## src/rtl/mem_pkg.sv

```systemverilog
// Shared sizing helpers for the mem_fifo block.
// Depth and count width are derived from the pointer width.
package mem_pkg;

  localparam int DATA_WIDTH_DEF = 3;
  localparam int ADDR_WIDTH_DEF = 2;

  function automatic int depth_of(input int aw);
    return 1 << aw;
  endfunction

  // The count needs one extra bit so that it can hold DEPTH itself.
  function automatic int cnt_w(input int aw);
    return aw + 1;
  endfunction

endpackage

```

## src/rtl/mem_fifo_if.sv

```systemverilog
// Producer/consumer bus of mem_fifo.
// The master modport drives requests; the slave (the FIFO) drives data and status.
interface mem_fifo_if #(
  parameter int DATA_WIDTH = 3,
  parameter int ADDR_WIDTH = 2
);
  logic                  clr;
  logic                  wr_en;
  logic [DATA_WIDTH-1:0] in;
  logic                  rd_en;
  logic [DATA_WIDTH-1:0] out;
  logic                  out_valid;
  logic                  full;
  logic                  empty;
  logic                  almost_full;
  logic [ADDR_WIDTH:0]   count;
  logic                  overflow;
  logic                  underflow;

  modport master (
    output clr, wr_en, in, rd_en,
    input  out, out_valid, full, empty, almost_full, count, overflow, underflow
  );

  modport slave (
    input  clr, wr_en, in, rd_en,
    output out, out_valid, full, empty, almost_full, count, overflow, underflow
  );
endinterface

```

## src/rtl/mem_array.sv

```systemverilog
// DEPTH x DATA_WIDTH storage: synchronous write, asynchronous read address.
// Contents are deliberately not reset.
module mem_array
  import mem_pkg::*;
#(
  parameter int DATA_WIDTH = DATA_WIDTH_DEF,
  parameter int ADDR_WIDTH = ADDR_WIDTH_DEF
) (
  input  logic                  clk,
  input  logic                  we,
  input  logic [ADDR_WIDTH-1:0] waddr,
  input  logic [DATA_WIDTH-1:0] wdata,
  input  logic [ADDR_WIDTH-1:0] raddr,
  output logic [DATA_WIDTH-1:0] rdata
);
  localparam int DEPTH = depth_of(ADDR_WIDTH);

  logic [DATA_WIDTH-1:0] mem [DEPTH];

  always_ff @(posedge clk) begin
    if (we) mem[waddr] <= wdata;
  end

  assign rdata = mem[raddr];
endmodule

```

## src/rtl/mem_fifo.sv

```systemverilog
// Synchronous FIFO with registered read port, occupancy count, status decodes,
// sticky overflow/underflow flags and a synchronous flush.
module mem_fifo
  import mem_pkg::*;
#(
  parameter int DATA_WIDTH = DATA_WIDTH_DEF,
  parameter int ADDR_WIDTH = ADDR_WIDTH_DEF,
  parameter int AFULL_TH   = 3
) (
  input  logic       clk,
  input  logic       rst,
  mem_fifo_if.slave  bus
);
  localparam int             DEPTH   = depth_of(ADDR_WIDTH);
  localparam int             CW      = cnt_w(ADDR_WIDTH);
  localparam logic [CW-1:0]  DEPTH_C = CW'(DEPTH);
  localparam logic [CW-1:0]  AFULL_C = CW'(AFULL_TH);

  logic [ADDR_WIDTH-1:0] wr_ptr, rd_ptr;
  logic [CW-1:0]         count;
  logic [DATA_WIDTH-1:0] out_q, rdata;
  logic                  out_valid_q, ovf_q, udf_q;
  logic                  full, empty;
  logic                  rd_acc, wr_acc;

  assign full  = (count == DEPTH_C);
  assign empty = (count == '0);

  // A read frees the head slot on the same edge, so a full FIFO may still
  // accept a write when a read is also accepted. Flush masks both requests.
  assign rd_acc = ~bus.clr & bus.rd_en & ~empty;
  assign wr_acc = ~bus.clr & bus.wr_en & (~full | rd_acc);

  mem_array #(
    .DATA_WIDTH (DATA_WIDTH),
    .ADDR_WIDTH (ADDR_WIDTH)
  ) u_mem (
    .clk   (clk),
    .we    (wr_acc),
    .waddr (wr_ptr),
    .wdata (bus.in),
    .raddr (rd_ptr),
    .rdata (rdata)
  );

  always_ff @(posedge clk or negedge rst) begin
    if (!rst) begin
      wr_ptr      <= '0;
      rd_ptr      <= '0;
      count       <= '0;
      out_q       <= '0;
      out_valid_q <= 1'b0;
      ovf_q       <= 1'b0;
      udf_q       <= 1'b0;
    end else if (bus.clr) begin
      wr_ptr      <= '0;
      rd_ptr      <= '0;
      count       <= '0;
      out_valid_q <= 1'b0;
      ovf_q       <= 1'b0;
      udf_q       <= 1'b0;
    end else begin
      out_valid_q <= rd_acc;
      if (rd_acc) begin
        out_q  <= rdata;
        rd_ptr <= rd_ptr + ADDR_WIDTH'(1);
      end
      if (wr_acc) wr_ptr <= wr_ptr + ADDR_WIDTH'(1);
      case ({wr_acc, rd_acc})
        2'b10:   count <= count + CW'(1);
        2'b01:   count <= count - CW'(1);
        default: count <= count;
      endcase
      if (bus.wr_en & full & ~rd_acc) ovf_q <= 1'b1;
      if (bus.rd_en & empty)          udf_q <= 1'b1;
    end
  end

  assign bus.out         = out_q;
  assign bus.out_valid   = out_valid_q;
  assign bus.count       = count;
  assign bus.full        = full;
  assign bus.empty       = empty;
  assign bus.almost_full = (count >= AFULL_C);
  assign bus.overflow    = ovf_q;
  assign bus.underflow   = udf_q;
endmodule

```

## src/flat_wrapper.sv

```systemverilog
// flat-port wrapper written by rule: the top's interface ports become plain ports
module mem_fifo_flat import mem_pkg::*;
#(
  parameter int DATA_WIDTH = DATA_WIDTH_DEF,
  parameter int ADDR_WIDTH = ADDR_WIDTH_DEF,
  parameter int AFULL_TH   = 3
)
  (clk, rst, bus_clr, bus_wr_en, bus_in, bus_rd_en, bus_out, bus_out_valid, bus_full, bus_empty, bus_almost_full, bus_count, bus_overflow, bus_underflow);
  mem_fifo_if #(.DATA_WIDTH(DATA_WIDTH), .ADDR_WIDTH(ADDR_WIDTH)) bus_i ();
  input  logic clk;
  input  logic rst;
  input wire logic [$bits(bus_i.clr)-1:0] bus_clr;
  input wire logic [$bits(bus_i.wr_en)-1:0] bus_wr_en;
  input wire logic [$bits(bus_i.in)-1:0] bus_in;
  input wire logic [$bits(bus_i.rd_en)-1:0] bus_rd_en;
  output wire logic [$bits(bus_i.out)-1:0] bus_out;
  output wire logic [$bits(bus_i.out_valid)-1:0] bus_out_valid;
  output wire logic [$bits(bus_i.full)-1:0] bus_full;
  output wire logic [$bits(bus_i.empty)-1:0] bus_empty;
  output wire logic [$bits(bus_i.almost_full)-1:0] bus_almost_full;
  output wire logic [$bits(bus_i.count)-1:0] bus_count;
  output wire logic [$bits(bus_i.overflow)-1:0] bus_overflow;
  output wire logic [$bits(bus_i.underflow)-1:0] bus_underflow;
  assign bus_i.clr = bus_clr;
  assign bus_i.wr_en = bus_wr_en;
  assign bus_i.in = bus_in;
  assign bus_i.rd_en = bus_rd_en;
  assign bus_out = bus_i.out;
  assign bus_out_valid = bus_i.out_valid;
  assign bus_full = bus_i.full;
  assign bus_empty = bus_i.empty;
  assign bus_almost_full = bus_i.almost_full;
  assign bus_count = bus_i.count;
  assign bus_overflow = bus_i.overflow;
  assign bus_underflow = bus_i.underflow;
  mem_fifo #(.DATA_WIDTH(DATA_WIDTH), .ADDR_WIDTH(ADDR_WIDTH), .AFULL_TH(AFULL_TH)) u_core (.clk(clk), .rst(rst), .bus(bus_i));
endmodule
```

## config.mk

```make
export PLATFORM = sky130hd
export DESIGN_NAME = mem_fifo_flat
export DESIGN_NICKNAME = d
export VERILOG_FILES = /design/src/rtl/mem_pkg.sv /design/src/rtl/mem_fifo_if.sv /design/src/rtl/mem_array.sv /design/src/rtl/mem_fifo.sv /design/src/flat_wrapper.sv
export SDC_FILE = /design/constraint.sdc
export NUM_CORES = 1
export LEC_CHECK = 0
export ABC_AREA = 0
export CORE_MARGIN = 5
export CORE_UTILIZATION = 30
export DETAILED_ROUTE_END_ITERATION = 10
export PLACE_DENSITY = 0.55
export SYNTH_ARGS = -nofsm -noshare
export SYNTH_HDL_FRONTEND = slang
export SYNTH_SLANG_ARGS = --single-unit
```

## constraint.sdc

```tcl
create_clock -name clk -period 5.66 [get_ports clk]
set_input_delay 1.132 -clock clk [delete_from_list [all_inputs] [get_ports clk]]
set_output_delay 1.132 -clock clk [all_outputs]
set_load 0.02 [all_outputs]
```

==> flow_metrics.py, run 1 <==
metrics = {
    "clock_network": {
        "clkTransAtPathRegs_ns": 0.09,
        "clock_latency_ns": 0.27,
        "h-tree-depth": 1,
        "post_cts_buffers": 0,
        "cts.sinks": 25,
        "cts_buffer_depth": 2,
        "cts_tree": "done",
        "cts_hold_buf": 0,
        "cts-root-buf": "clkbuf_8",
        "cts_resized": 0,
        "numCtsBuffers": 3,
    },
    "timing": {
        "tightestPinTransition_ns": 0.610,
        "setup_viol": 0,
        "drv_slew": 0,
        "hold_viol": 0,
        "totalNegativeSetupSlack_ns": 0,
        "min_period_ns": 3.18,
        "hold_slack_ns": 0.516,
        "fin_crit_sh_pct": 56.1,
        "slew-limit-headroom_pct": 59.2,
        "clock_skew_ns": 0.00640,
        "rsz0062_at_grt": "no",
        "fmax_ghz": 0.315,
    },
    "pwr": {
        "clock_power_share_pct": 23.5,
        "power_switching_uw": 132,
        "power_leakage_nw": 0.587,
        "seq_power_share_pct": 49.9,
        "ir_drop_v": 0.0000884,
        "comb_power_share_pct": 26.6,
        "p_total_uw": 456,
        "powerDensity_nw_per_um2": 295,
        "swShare_pct": 28.9,
        "internal-power_uw": 325,
    },
    "place": {
        "hpwlAfterDp_microns": 1790,
        "numPortBuffers": 19,
        "gp_congestion": 0.741,
    },
    "route": {
        "wl_per_cell_microns": 14.4,
        "vias": 802,
        "dr.pass1.iters": 4,
        "wl_microns": 2330,
        "avgViaCountPerCell": 4.95,
        "ant_nets": 0,
        "drc": 0,
        "drt_iter0_drc": 60,
    },
    "critical_path": {
        "crit_arrival_ns": 3.34,
        "worstSetupPathType": "primary input to flop",
        "crit_chain": "clkdlybuf4s50_1 > inv_1 > nor4_1 > fa_1 > nand2b_1 > nor2_1 > a211o_1",
        "cp_num_cells": 7,
        "worst-path-buf-inv": 2,
        "cp_slowest_cell": "clkdlybuf4s50_1",
        "critPathTopFamily": "buffers and inverters",
        "start_kind": "primary input",
        "cpPeakStageDelay_ns": 0.69,
        "required_ns": 5.82,
        "worst-r2r-cell-count": 6,
        "crit_path_end_kind": "flop",
        "crit_path_max_fanout": 10,
    },
    "cells_and_area": {
        "regArea_sq_um": 686,
        "synthToLayoutAreaGrowth_pct": 21.3,
        "insertedDiodeCount": 0,
        "multi_input_comb_area_sq_um": 537,
        "fin_nets": 126,
        "drive_gt1_share_pct": 15.2,
        "n_fill_cell": 390,
    },
    "synth": {
        "yosysSeqAreaShare_pct": 53.8,
        "yosysWarnings": 0,
        "synth_seq_cells": 25,
        "syn_area_sq_um": 1270,
        "synth_nets": 107,
        "syn-mean-instance-area_sq_um": 13.6,
        "syn_inst": 94,
        "synth_cell_types": 37,
    },
    "global_route": {
        "track_usage_pct": 9.74,
        "grt_overflow": 0,
        "grt_pass1_wl_microns": 4050,
        "grt_pass1_vias": 805,
        "grt_antenna_before_repair": 0,
        "grt_max_degree": 16,
    },
    "die": {
        "io_pins": 20,
        "start_util_pct": 31.4,
        "die_area_sq_um": 5650,
        "coreArea_sq_um": 4060,
        "die_w_microns": 75.2,
        "rows": 23,
        "die_h_microns": 75.2,
    },
    "worst_hold_path": {
        "hold_depth": 1,
        "hold_class": "flop to flop",
    },
    "job": {
        "maxCapViolations": 0,
    },
    "run_status": {
        "status": "finished clean",
    },
}
-- area by class of cell --
| cell class | instances | area share (%) |
|---|---|---|
| tap | 50 | 4.05 |
| timing repair buffer | 19 | 12.3 |
| multi-input combinational | 59 | 34.7 |
| clock buffer | 3 | 2.67 |
| clock inverter | 1 | 0.486 |
| inverter | 5 | 1.38 |
| sequential | 25 | 44.4 |
-- worst paths after layout --
path                                                 start                               to  slack [ns]
setup / recovery                                 bus_rd_en  u_core.bus.count[1]$_DFFE_PN0P_        2.48
hold / removal               u_core.bus.out[1]$_DFFE_PN0P_    u_core.bus.out[1]$_DFFE_PN0P_        0.52
setup reg to reg           u_core.bus.count[0]$_DFFE_PN0P_  u_core.bus.count[2]$_DFFE_PN0P_        3.35
hold reg to reg              u_core.bus.out[1]$_DFFE_PN0P_    u_core.bus.out[1]$_DFFE_PN0P_        0.52
max in group asynchronous                              rst  u_core.bus.count[1]$_DFFE_PN0P_        4.03
min in group asynchronous                              rst     u_core.wr_ptr[1]$_DFFE_PN0P_        1.23
-- per-stage QoR --
| step | util [%] | cell area [sq um] | instances | worst slack [ns] |
|---|---|---|---|---|
| floorplan | - | 1270 | 94 | 2.94 |
| global placement | 36.9 | 1500 | 158 | 2.29 |
| detailed placement | 36.9 | 1500 | 158 | 2.22 |
| CTS | 38.1 | 1550 | 162 | 2.49 |
| global route | 38.1 | 1550 | 162 | 2.38 |
| finish | 38.1 | 1550 | 162 | 2.48 |
-- Yosys cell counts (all sizes together) --
master	count	area, sq um
a211o	2	17.5
o21a	1	7.51
dfrtp	13	325
nor3b	2	15.0
nor4b	1	23.8
nand3	2	10.0
xor2	1	8.76
a2111oi	1	15.0
a31oi	2	12.5
nor4	1	6.26
mux2	5	67.6
fa	1	20.0
o21ai	2	10.0
clkbuf	1	3.75
a41oi	1	8.76
mux4	3	67.6
mux2i	3	30.0
nor2	6	22.5
ha	4	50.1
inv	5	21.3
nor2b	1	6.26
and2	4	25.0
nand2	2	7.51
nor3	2	21.3
or3	2	17.5
nand2b	5	31.3
buf	4	26.3
o22ai	1	6.26
nand3b	1	7.51
edfxtp	12	360
o41a	1	11.3
a21oi	2	10.0
-- sequential cells by signal, summed over array words and instances (netlist names) --
register	flops
u_core.u_mem.mem	12
u_core.bus.count	3
u_core.bus.out	3
u_core.bus.overflow	1
u_core.bus.out_valid	1
u_core.rd_ptr	2
u_core.wr_ptr	2
u_core.bus.underflow	1
-- layout by cell type, fill, tap and decap left out, types with 2 or more instances in the layout --
cell type	synthesis	routed
a211o_1	2	2
a21oi_1	2	2
a31oi_1	2	2
and2_1	4	4
clkbuf_8	0	3
clkdlybuf4s50_1	0	19
dfrtp_1	13	13
edfxtp_1	12	12
ha_1	4	4
inv_1	4	4
mux2_2	2	2
mux2_4	3	3
mux2i_1	3	3
mux4_2	3	3
nand2_1	2	2
nand2b_1	5	5
nand3_1	2	2
nor2_1	6	6
nor3b_1	2	2
o21ai_0	2	2
-- logic make-up (layout without fill, tap and decap cells) --
family	Yosys count	after routing	share of synthesized area (%)
fa+ha+maj	5	5	5.50
buf+inv	10	28	4.03
compound gates	13	13	7.76
simple gates	29	29	15.2
xor+xnor	1	1	0.688
mux	11	11	13.0
flops	25	25	53.8
-- power groups by stage --
stage                     sequential (mW)  combinational (mW)  clock [mW]
after floorplan                     0.243              0.0627           0
final                               0.227               0.121       0.107
after CTS                           0.228               0.123       0.111
after global placement              0.231               0.122           0
after detailed placement            0.232               0.123           0
after global routing                0.231               0.132       0.119
-- metal layers --
metal	track usage (%)	routed length, microns
met5	0	0
met4	6.41	70
met3	2.40	70
met2	14.9	1160
met1	12.2	1030
Power figures use the tool's default switching activity.
==> inputs of run 2 (changes only) <==
--- a/config.mk
+++ b/config.mk
@@ -9,7 +9,7 @@
 export CORE_MARGIN = 5
 export CORE_UTILIZATION = 30
 export DETAILED_ROUTE_END_ITERATION = 10
-export PLACE_DENSITY = 0.55
+export PLACE_DENSITY = 0.56
 export SYNTH_ARGS = -nofsm -noshare
 export SYNTH_HDL_FRONTEND = slang
 export SYNTH_SLANG_ARGS = --single-unit
==> constraint.sdc (replaced) <==
create_clock -name clk -period 2.9 [get_ports clk]
set_input_delay 0.58 -clock clk [delete_from_list [all_inputs] [get_ports clk]]
set_output_delay 0.58 -clock clk [all_outputs]
set_load 0.02 [all_outputs]
==> run 2 against run 1 <==
Critical path depth shrank 4. Register-to-register slack lost 2.7 ns. Critical endpoint is now bus_empty. Utilization increased by 0.74 points.
==> flow_metrics.py, run 2 (same netlist as run 1, synthesis figures left out) <==
metrics = {
    "run_status": {
        "status": "finished clean",
    },
    "clock_network": {
        "post_cts_buffers": 0,
        "numCtsBuffers": 3,
        "clkTransAtPathRegs_ns": 0.09,
        "cts_tree": "done",
        "h-tree-depth": 1,
        "clock_latency_ns": 0.27,
        "cts_buffer_depth": 2,
        "cts_resized": 0,
        "cts-root-buf": "clkbuf_8",
        "cts_hold_buf": 0,
        "cts.sinks": 25,
    },
    "pwr": {
        "power_leakage_nw": 0.607,
        "powerDensity_nw_per_um2": 570,
        "ir_drop_v": 0.000165,
        "p_total_uw": 897,
    },
    "timing": {
        "slew-limit-headroom_pct": 55.3,
        "hold_viol": 0,
        "tightestPinTransition_ns": 0.669,
        "rsz0062_at_grt": "no",
        "fin_crit_sh_pct": 88.0,
        "setup_viol": 0,
        "fmax_ghz": 0.392,
        "min_period_ns": 2.55,
        "drv_slew": 0,
        "clock_skew_ns": 0.00442,
        "totalNegativeSetupSlack_ns": 0,
    },
    "cells_and_area": {
        "final_cell_area_sq_um": 1580,
        "largest_register_ffs": 12,
        "regMostFlops": "u_core.u_mem.mem",
        "insertedDiodeCount": 0,
        "synthToLayoutAreaGrowth_pct": 23.7,
        "layout_common_cells": "19 x clkdlybuf4s50_1, 13 x dfrtp_1, 12 x edfxtp_1",
        "final_common_cell": "clkdlybuf4s50_1",
        "fin_nets": 130,
        "drive_gt1_share_pct": 18.1,
    },
    "worst_hold_path": {
        "hold_class": "flop to flop",
    },
    "die": {
        "rows": 23,
        "die_h_microns": 75.2,
        "die_w_microns": 75.2,
        "io_pins": 20,
        "coreArea_sq_um": 4060,
        "start_util_pct": 31.4,
        "die_area_sq_um": 5650,
    },
    "route": {
        "wl_per_cell_microns": 14.4,
        "ant_nets": 0,
        "met1_length_microns": 1080,
        "vias": 783,
        "wl_met2_microns": 1210,
        "highest_layer": "met4",
        "dr.pass1.iters": 4,
        "wl_microns": 2390,
        "met3_wirelength_microns": 53,
        "drt_iter0_drc": 41,
        "avgViaCountPerCell": 4.72,
        "drc": 0,
    },
    "place": {
        "hpwlAfterDp_microns": 1830,
        "gp_congestion": 0.751,
        "numPortBuffers": 19,
        "dpl_cell_area_sq_um": 1530,
    },
    "critical_path": {
        "crit_arrival_ns": 1.97,
        "cpPeakStageDelay_ns": 0.60,
        "critPathTopFamily": "buffers and inverters",
        "crit_path_end_kind": "primary output",
        "crit_chain": "or3_4 > inv_4 > clkdlybuf4s50_1",
        "regToRegSetupSlack_ns": 0.64,
        "worstSetupPathType": "flop to primary output",
        "required_ns": 2.32,
        "crit_path_max_fanout": 10,
        "worst-path-buf-inv": 2,
        "start_kind": "flop",
        "cp_slowest_cell": "clkdlybuf4s50_1",
    },
    "global_route": {
        "grt_pass1_vias": 830,
        "track_usage_pct": 9.97,
        "grt_overflow": 0,
        "grt_antenna_before_repair": 0,
        "grt_max_degree": 16,
        "grt_pass1_wl_microns": 4220,
    },
    "job": {
        "maxCapViolations": 0,
    },
}
[run 2: path summary, 6_finish.rpt]
| kind | startpoint | end | cells after the start |
|---|---|---|---|
| worst max-delay path | u_core.bus.count[0]$_DFFE_PN0P_ | bus_empty | 3 |
| worst min-delay path | u_core.bus.out[0]$_DFFE_PN0P_ | u_core.bus.out[0]$_DFFE_PN0P_ | 1 |
| worst max register to register | u_core.bus.count[0]$_DFFE_PN0P_ | u_core.bus.count[2]$_DFFE_PN0P_ | 6 |
| worst min register to register | u_core.bus.out[0]$_DFFE_PN0P_ | u_core.bus.out[0]$_DFFE_PN0P_ | 1 |
| max in group asynchronous | rst | u_core.bus.out[1]$_DFFE_PN0P_ | 1 |
| min in group asynchronous | rst | u_core.bus.underflow$_DFFE_PN0P_ | 1 |
[run 2: layer usage]
layer	track usage (%)	vias to the layer above
li1	-	392
met1	13.4	377
met2	16.0	12
met3	1.20	2
met4	4.66	0
met5	0	-
[run 2: worst register-to-register path: stages (launching register included)]
cell     delay (ns)
dfrtp_1        0.54
or3_4          0.47
inv_4          0.09
nor4_1         0.06
fa_1           0.44
o41a_1         0.44
a31oi_1        0.16
[run 2: layout make-up]
type	count	area (sq um)
clock inverter	1	7.51
tap	50	62.6
clock buffer	3	41.3
timing repair buffer	23	220
fill	361	2480
multi-input combinational	59	537
sequential	25	686
inverter	5	21.3
[run 2: through the flow]
step	utilization (%)	worst slack, ns	hold WS, ns	cells
2_1_floorplan	-	0.602	0.284	94
3_3_place_gp	37.6	0.401	0.486	162
3_5_place_dp	37.6	0.377	0.498	162
4_1_cts	38.8	0.322	0.525	166
5_1_grt	38.8	0.255	0.544	166
6_report	38.8	0.348	0.519	166
[run 2: where the power goes]
| group | leakage [nW] | total, mW | switching [mW] | internal, mW |
|---|---|---|---|---|
| logic | 0.307 | 0.245 | 0.115 | 0.130 |
| clock network | 0.0217 | 0.210 | 0.113 | 0.0972 |
| registers | 0.279 | 0.442 | 0.0321 | 0.410 |
==> inputs of run 3 (changes only) <==
--- a/config.mk
+++ b/config.mk
@@ -8,8 +8,10 @@
 export ABC_AREA = 0
 export CORE_MARGIN = 5
 export CORE_UTILIZATION = 30
+export CTS_CLUSTER_SIZE = 8
 export DETAILED_ROUTE_END_ITERATION = 10
-export PLACE_DENSITY = 0.56
+export DONT_BUFFER_PORTS = 1
+export PLACE_DENSITY = 0.5
 export SYNTH_ARGS = -nofsm -noshare
 export SYNTH_HDL_FRONTEND = slang
 export SYNTH_SLANG_ARGS = --single-unit
==> run 3 against run 2 <==
Total power is 8.6% lower. Combinational power is 40% lower. Design area decreased by 12%. First-iteration DRC count is 4.9% higher. Non-clock buffer count shrank 19. Fmax up 20%.
==> flow_metrics.py, run 3 (same netlist as run 1, synthesis figures left out) <==
metrics = {
    "run_status": {
        "status": "finished clean",
    },
    "cells_and_area": {
        "final_common_cell": "dfrtp_1",
        "fin_nets": 111,
        "regMostFlops": "u_core.u_mem.mem",
        "largest_register_ffs": 12,
        "final_cell_area_sq_um": 1390,
        "layout_common_cells": "13 x dfrtp_1, 12 x edfxtp_1, 6 x nor2_1",
        "insertedDiodeCount": 0,
        "synthToLayoutAreaGrowth_pct": 8.94,
        "drive_gt1_share_pct": 20.6,
    },
    "clock_network": {
        "cts_buffer_depth": 2,
        "numCtsBuffers": 3,
        "cts_resized": 0,
        "cts_hold_buf": 1,
        "cts-root-buf": "clkbuf_8",
        "clkTransAtPathRegs_ns": 0.09,
        "cts.sinks": 25,
        "h-tree-depth": 1,
        "post_cts_buffers": 0,
        "clock_latency_ns": 0.26,
        "cts_tree": "done",
    },
    "die": {
        "die_w_microns": 75.2,
        "die_h_microns": 75.2,
        "die_area_sq_um": 5650,
        "rows": 23,
        "coreArea_sq_um": 4060,
        "io_pins": 20,
        "start_util_pct": 31.4,
    },
    "route": {
        "wl_per_cell_microns": 15.4,
        "avgViaCountPerCell": 4.86,
        "drc": 0,
        "vias": 714,
        "ant_nets": 0,
        "drt_iter0_drc": 43,
        "wl_microns": 2260,
        "dr.pass1.iters": 4,
    },
    "critical_path": {
        "start_kind": "flop",
        "worstSetupPathType": "flop to flop",
        "crit_arrival_ns": 2.32,
        "regToRegSetupSlack_ns": 0.77,
        "required_ns": 3.09,
        "crit_path_max_fanout": 5,
        "crit_path_end_kind": "flop",
    },
    "global_route": {
        "track_usage_pct": 9.28,
        "grt_overflow": 0,
        "grt_antenna_before_repair": 0,
        "grt_pass1_wl_microns": 3820,
        "grt_max_degree": 16,
        "grt_pass1_vias": 750,
    },
    "pwr": {
        "seq_power_share_pct": 56.6,
        "ir_drop_v": 0.000192,
        "internal-power_uw": 580,
        "power_switching_uw": 241,
        "swShare_pct": 29.3,
        "clock_power_share_pct": 25.5,
        "power_leakage_nw": 0.536,
        "comb_power_share_pct": 17.9,
        "powerDensity_nw_per_um2": 591,
    },
    "worst_hold_path": {
        "hold_class": "primary input to flop",
    },
    "timing": {
        "rsz0062_at_grt": "no",
        "hold_viol": 0,
        "totalNegativeSetupSlack_ns": 0,
        "setup_viol": 0,
        "tightestPinTransition_ns": 0.627,
        "min_period_ns": 2.13,
        "fmax_ghz": 0.470,
        "fin_crit_sh_pct": 73.4,
        "clock_skew_ns": 0.00277,
        "drv_slew": 0,
        "slew-limit-headroom_pct": 58.1,
    },
    "place": {
        "numPortBuffers": 0,
        "hpwlAfterDp_microns": 1700,
        "dpl_cell_area_sq_um": 1330,
        "gp_congestion": 0.726,
    },
    "job": {
        "maxCapViolations": 0,
    },
}
[run 3: area by class of cell]
cell class              count  area [sq um]
clock inverters             1          7.51
flip-flops and latches     25           686
fillers                   388          2670
well taps                  50          62.6
clock buffers               3          41.3
inverters                   5          21.3
repair buffers              4          32.5
multi-input cells          59           537
[run 3: per-layer routing]
layer	GRT usage [%]	routed length, microns	up-vias
li1	-	-	347
met1	10.6	963	351
met2	16.0	1180	12
met3	1.60	73	4
met4	5.83	38	0
met5	0	0	-
[run 3: critical path: stages (launching register included)]
cell and delay, ns:
dfrtp_1 0.39, or3_4 0.42, inv_4 0.13, nor4_1 0.07
fa_1 0.44, o41a_1 0.44, a31oi_1 0.17
[run 3: path summary, 6_finish.rpt]
| path | from | to | cells past startpoint |
|---|---|---|---|
| setup / recovery | u_core.bus.count[2]$_DFFE_PN0P_ | u_core.bus.count[2]$_DFFE_PN0P_ | 6 |
| hold / removal | bus_clr | u_core.rd_ptr[0]$_DFFE_PN0P_ | 1 |
| setup reg to reg | u_core.bus.count[2]$_DFFE_PN0P_ | u_core.bus.count[2]$_DFFE_PN0P_ | 6 |
| hold reg to reg | u_core.wr_ptr[0]$_DFFE_PN0P_ | u_core.wr_ptr[0]$_DFFE_PN0P_ | 1 |
| max in group asynchronous | rst | u_core.bus.underflow$_DFFE_PN0P_ | 1 |
| min in group asynchronous | rst | u_core.bus.out[2]$_DFFE_PN0P_ | 1 |
[run 3: power groups by stage]
stage,Combinational [mW],Sequential [mW],Clock [mW]
CTS,0.150,0.467,0.216
floorplan,0.122,0.474,0
detailed placement,0.144,0.474,0
global route,0.165,0.472,0.234
global placement,0.140,0.474,0
finish,0.147,0.465,0.209
[run 3: per-stage QoR]
stage | util, % | setup slack (ns) | cells | hold WS (ns) | power, mW
6_report | 34.2 | 0.772 | 147 | 0.363 | 0.821
2_1_floorplan | - | 0.602 | 94 | 0.284 | 0.596
4_1_cts | 34.2 | 0.767 | 147 | 0.355 | 0.833
5_1_grt | 34.2 | 0.706 | 147 | 0.350 | 0.872
3_3_place_gp | 32.7 | 0.816 | 142 | 0.285 | 0.615
3_5_place_dp | 32.7 | 0.788 | 142 | 0.285 | 0.619
